===== config.mk =====
export PLATFORM = sky130hd
export DESIGN_NAME = sample_event_arbiter
export DESIGN_NICKNAME = d
export VERILOG_FILES = /design/src/rtl/sample_event_arbiter.sv
export SDC_FILE = /design/constraint.sdc
export NUM_CORES = 1
export LEC_CHECK = 0
export ABC_AREA = 1
export CAP_MARGIN = 25
export CORE_UTILIZATION = 45
export DETAILED_ROUTE_END_ITERATION = 6
export PLACE_DENSITY = 0.92
export SYNTH_ARGS = -nofsm -noshare
export SYNTH_HDL_FRONTEND = slang
export SYNTH_SLANG_ARGS = --single-unit
export TNS_END_PERCENT = 5

===== constraint.sdc =====
create_clock -name clk -period 2.77 [get_ports clk]
set_clock_uncertainty 0.2 [all_clocks]
set_input_delay 0.554 -clock clk [delete_from_list [all_inputs] [get_ports clk]]
set_output_delay 0.554 -clock clk [all_outputs]
set_load 0.005 [all_outputs]

===== src/rtl/sample_event_arbiter.sv =====
// sample_event_arbiter
// Round-robin arbiter that lets NUM_REQ requesters share one sample-capture
// register. The winning requester's data is captured into a single output
// slot and offered to one consumer under valid/ready handshaking. The slot
// can drain and refill in the same cycle, so a busy consumer sees one event
// per clock. A requester acked in the previous cycle is masked for one cycle
// so it cannot be granted twice while it lowers its request.

module sample_event_arbiter #(
    parameter  int NUM_REQ = 4,
    parameter  int DATA_W  = 8,
    parameter  int CNT_W   = 16,
    localparam int SRC_W   = (NUM_REQ > 1) ? $clog2(NUM_REQ) : 1
) (
    input  logic                        clk,
    input  logic                        rst_n,
    input  logic [NUM_REQ-1:0]          req_i,
    input  logic [NUM_REQ*DATA_W-1:0]   req_data_i,
    output logic [NUM_REQ-1:0]          ack_o,
    output logic                        ev_valid_o,
    input  logic                        ev_ready_i,
    output logic [DATA_W-1:0]           ev_data_o,
    output logic [SRC_W-1:0]            ev_src_o,
    output logic [CNT_W-1:0]            ev_cnt_o,
    output logic                        busy_o
);

    typedef enum logic [0:0] {
        ST_EMPTY = 1'b0,
        ST_FULL  = 1'b1
    } slot_state_t;

    slot_state_t              state_r;
    logic [NUM_REQ-1:0]       ack_r;
    logic [DATA_W-1:0]        data_r;
    logic [SRC_W-1:0]         src_r;
    logic [CNT_W-1:0]         cnt_r;
    logic [SRC_W-1:0]         ptr_r;

    logic [NUM_REQ-1:0]       eligible_s;
    logic                     win_valid_s;
    logic [SRC_W-1:0]         win_idx_s;
    logic [SRC_W-1:0]         ptr_next_s;
    logic                     accept_s;
    logic                     cap_s;

    // Index that lies 'offset' places after 'base', wrapping modulo NUM_REQ.
    function automatic logic [SRC_W-1:0] scan_idx(
        input logic [SRC_W-1:0] base,
        input int               offset
    );
        logic [SRC_W:0] sum_v;
        sum_v = {1'b0, base} + (SRC_W+1)'(offset);
        if (sum_v >= (SRC_W+1)'(NUM_REQ)) begin
            sum_v = sum_v - (SRC_W+1)'(NUM_REQ);
        end else begin
            sum_v = sum_v;
        end
        return sum_v[SRC_W-1:0];
    endfunction

    // A requester acked last cycle is still dropping its request; ignore it.
    assign eligible_s = req_i & ~ack_r;

    // Consumer takes the held event this cycle.
    assign accept_s = (state_r == ST_FULL) && ev_ready_i;

    // The slot can take new data when empty or when it is being drained now.
    assign cap_s = (state_r == ST_EMPTY) || accept_s;

    // Round-robin search: first eligible requester at or after the pointer.
    always_comb begin
        win_valid_s = 1'b0;
        win_idx_s   = '0;
        for (int i = 0; i < NUM_REQ; i++) begin
            if (!win_valid_s && eligible_s[scan_idx(ptr_r, i)]) begin
                win_valid_s = 1'b1;
                win_idx_s   = scan_idx(ptr_r, i);
            end else begin
                win_valid_s = win_valid_s;
            end
        end
    end

    // Next search starts just past the winner so every requester gets a turn.
    assign ptr_next_s = scan_idx(win_idx_s, 1);

    // Output slot state, captured sample, ack pulse, pointer and event counter.
    always_ff @(posedge clk or negedge rst_n) begin
        if (!rst_n) begin
            state_r <= ST_EMPTY;
            ack_r   <= '0;
            data_r  <= '0;
            src_r   <= '0;
            cnt_r   <= '0;
            ptr_r   <= '0;
        end else begin
            if (accept_s) begin
                cnt_r <= cnt_r + CNT_W'(1);
            end else begin
                cnt_r <= cnt_r;
            end

            if (cap_s && win_valid_s) begin
                state_r <= ST_FULL;
                data_r  <= req_data_i[win_idx_s*DATA_W +: DATA_W];
                src_r   <= win_idx_s;
                ack_r   <= {{(NUM_REQ-1){1'b0}}, 1'b1} << win_idx_s;
                ptr_r   <= ptr_next_s;
            end else begin
                ack_r <= '0;
                ptr_r <= ptr_r;
                case (state_r)
                    ST_EMPTY: state_r <= ST_EMPTY;
                    ST_FULL:  state_r <= accept_s ? ST_EMPTY : ST_FULL;
                    default:  state_r <= ST_EMPTY;
                endcase
            end
        end
    end

    assign ev_valid_o = (state_r == ST_FULL);
    assign ev_data_o  = data_r;
    assign ev_src_o   = src_r;
    assign ev_cnt_o   = cnt_r;
    assign ack_o      = ack_r;
    assign busy_o     = ev_valid_o | (|eligible_s);

endmodule


==> results, run 1 <==
- The initial antenna violation count is 0.
- The area of the die is 0.00471 mm^2.
- The netlist area before placement is 0.00200 mm^2.
- The routed design uses 268 um of met3 wire.
- The path class of the tightest hold or removal check is reg2reg.
- The CTS tree is built.
- Summed over all layers, the global routing overflow is 0.
- The DRC marker count from the first detailed-route iteration is 114.
- Yosys mapped a number of flops with a built-in enable equal to 0.
- The number of global-route vias before repair is 1850.
- In this run the tool buffered the top-level ports with 70 buffer cells.
- The endpoint with the worst hold slack is ev_cnt_o[15]$_DFFE_PN0P_.
- The half-perimeter wire length after detailed placement is 3640 um.
- When the netlist entered floorplanning its net count stood at 308.
- The area share of the largest cell type after synthesis is 0.413.
- Entering global routing, the biggest net connects 34 pins.
- For this run, asynchronously set or reset flops after synthesis account for 1.00.
- The met2 wire length is 2320 um.
- For this run, design rule violations remaining after detail routing come to 0.
- The run finished with clean final reports.
- The worst reg-to-reg setup slack is 0.55 ns.
- Counting along the longest clock path gives a buffer depth of 2.
- For this design, the sink count on the clock tree is 33.
- The number of clock buffers added by TritonCTS is 5.
- The worst setup path is launched from an input pin.
- The number of rows created at floorplan is 23.
- The uppermost signal routing layer after detailed routing is met4.
- The latest clock arrival within the worst-skew pair is 0.29 ns.
- The most frequently used flop master after synthesis is dfrtp_1.
- The leakage power is 1.49 nW.
- The data required time of the critical path is 2.02 ns.
- At the end of the flow the core is filled with cells to 0.692.
- The clock slew at the register clock pins of the worst setup and hold paths is 0.07 ns.
- The mean cell area of the mapped netlist is 7.46 um^2.
- The synthesized design contains 33 register bits.
- The part of the Yosys area used for sequential elements is 0.413.
- The worst register-to-register path begins at ptr_r[0]$_DFFE_PN0P_.
- The placer congestion estimate is 0.850.
- Setup repair after global routing left no endpoint under its margin.
- The wire length per cell after detailed routing is 11.5 um.
- The post-CTS setup buffer count is 0.
- For this configuration, the core starts out at a cell density of 0.482.
- The number of gates given a new drive strength after cts is 0.
- In this run the worst path has a maximum fanout of 3.
- In this run the most critical hold path is launched from ev_cnt_o[15]$_DFFE_PN0P_.
- The cts-stage hold buffer count is 0.
- The yosys synthesis warning count is 0.
- The number of diodes is 0.
- The net total in the final layout is 389.
- After detailed routing, the total wire length is 4580 um.
- The placeable core region is 0.00414 mm^2.
- The wire length of the first global-routing pass is 7530 um.
- After detailed routing, the wire length on met1 is 1910 um.
- The fmax is 385 MHz.
- The power density over cell area is 1010 mW/mm^2.
- The H-tree depth is 2.
- The aggregate global-route resource usage is 0.217.
- STA classifies the critical path endpoint as a primary output.
- Yosys attributes the largest share of cell area to dfrtp_1, nand2_1, nand3_1.
- The endpoint identified for the worst register-to-register timing path is ev_data_o[2]$_DFFE_PN0P_.
- The arrival time at the worst endpoint is 1.85 ns.
- The area overhead of the layout relative to synthesis is 43.4%.
- Counting every instance in the synthesized netlist gives 268.
- Along the worst hold path, the cell count comes to 1.
- Counting I/O delays and the setup requirement, the final critical path takes 2.60 ns.
- In the final layout, the share of cells above drive strength 1 is 0.111.
- Measured along the y axis, the die boundary spans 68.7 um.
- The relative max-transition margin is 0.725.
- nand2_1 is the most common cell in the netlist.
- In the finished design, the share of the clock period the worst path needs comes to 0.939.
- The actual transition at the worst max-transition pin is 0.412 ns.
- The total number of vias is 1949.
- In this run the horizontal extent of the chip is 68.7 um.
- Across the run, the number of max-cap violations was 0.
- The number of slew-limit violations in the final report is 0.
- Measured in cells, the most critical reg-to-reg path has a length of 10.
- The number of optimization iterations in the first detailed-route pass is 4.
- The number of different library cells used by synthesis comes to 28.
- The setup TNS after final layout is 0 ns.
- The top-level port count is 71.
- In this run the remaining antenna-violating nets after routing total 0.
- The maximum ir drop on the vdd rail is 523 uV.
- The critical path is of the in2out type.
- The total count of hold-check failures in the final report is 0.
- By count the netlist is led by nand2_1, nand3_1, inv_1.
- The final setup violation count is 0.
- The root buffer cell chosen for the clock tree is clkbuf_8.
- The mean number of vias per cell is 4.87.
- dfrtp_1 takes more of the synthesized area than any other cell.
## worst max-delay path: stages
cell and delay (ns):
clkdlybuf4s50_1 0.53, nand2_1 0.07, nand4_1 0.09, inv_1 0.06
nand2_1 0.05, clkdlybuf4s50_1 0.49
## how the worst max path moves through the flow
| stage | to | slack (ns) | cells past startpoint | startpoint |
|---|---|---|---|---|
| after floorplan | ev_cnt_o[14]$_DFFE_PN0P_ | 0.78 | 8 | ev_ready_i |
| after global placement | ev_cnt_o[14]$_DFFE_PN0P_ | 0.13 | 9 | ev_ready_i |
| after detailed placement | ev_cnt_o[15]$_DFFE_PN0P_ | 0.03 | 9 | ev_ready_i |
| after CTS | busy_o | 0.17 | 6 | req_i[3] |
| after global routing | busy_o | 0.06 | 6 | req_i[3] |
| final | busy_o | 0.17 | 6 | req_i[0] |
## cell usage in the layout (no fill, tap or decap), types with 3 or more instances in the layout
cell             count
xor2_1               8
xnor2_1              7
clkbuf_8             5
nand2_2              8
nor2_1              12
nand4_1              3
or2_2                6
nor3_1               3
buf_4                8
inv_1               42
dfrtp_1             33
nand2_1             72
nand3_1             52
clkdlybuf4s50_1     70
## where the power goes
part / internal (mW) / leakage, nW / switching (mW)
Clock: 0.173 / 0.0439 / 0.183
Sequential: 0.644 / 0.415 / 0.150
Combinational: 0.792 / 1.03 / 0.951
## cell families (layout without fill, tap and decap cells)
group | after synthesis | count (layout) | synth area share
buffers and inverters | 50 | 132 | 0.111
AND/OR/NAND/NOR | 163 | 163 | 0.384
flip-flops | 33 | 33 | 0.413
multiplexers | 1 | 1 | 0.00563
XOR/XNOR | 15 | 15 | 0.0657
adder cells (fa/ha/maj) | 1 | 1 | 0.00626
AO/OA/AOI/OAI | 5 | 5 | 0.0138
## per-layer routing
layer / vias up / global-route usage
met1: 891 / 0.238
met4: 0 / 0.0885
met5: - / 0
li1: 992 / -
met3: 6 / 0.0576
met2: 60 / 0.393
## sequential cells by signal, indices dropped and copies added, names as in the netlist
name	flops
ev_cnt_o	16
ev_data_o	8
ack_o	4
ev_src_o	2
ptr_r	2
ev_valid_o	1
## final cells by class
cell class / count / area [um^2]
clock buffers: 5 / 68.8
clock inverters: 3 / 17.5
fillers: 340 / 1280
inverters: 46 / 180
multi-input cells: 185 / 951
flip-flops and latches: 33 / 826
well taps: 50 / 62.6
repair buffers: 78 / 761
## per-stage QoR
stage | setup slack [ns] | instance area, um^2 | hold slack [ns] | power, mW | instances
after floorplan | 0.784 | 2000 | 0.0584 | 1.95 | 268
after CTS | 0.166 | 2870 | 0.284 | 2.91 | 400
after global placement | 0.130 | 2780 | 0.261 | 2.48 | 392
after global routing | 0.0612 | 2870 | 0.307 | 3.16 | 400
final | 0.170 | 2870 | 0.280 | 2.89 | 400
after detailed placement | 0.0309 | 2780 | 0.269 | 2.54 | 392
No activity file was read; power rests on OpenSTA's default activity.
==> run 2: changes to the inputs <==
--- a/config.mk
+++ b/config.mk
@@ -10,6 +10,7 @@
 export CORE_UTILIZATION = 45
 export DETAILED_ROUTE_END_ITERATION = 6
 export PLACE_DENSITY = 0.92
+export SLEW_MARGIN = 15
 export SYNTH_ARGS = -nofsm -noshare
 export SYNTH_HDL_FRONTEND = slang
 export SYNTH_SLANG_ARGS = --single-unit
==> results of run 2 <==
Final layout, timing and power as in run 1 (identical DEF).
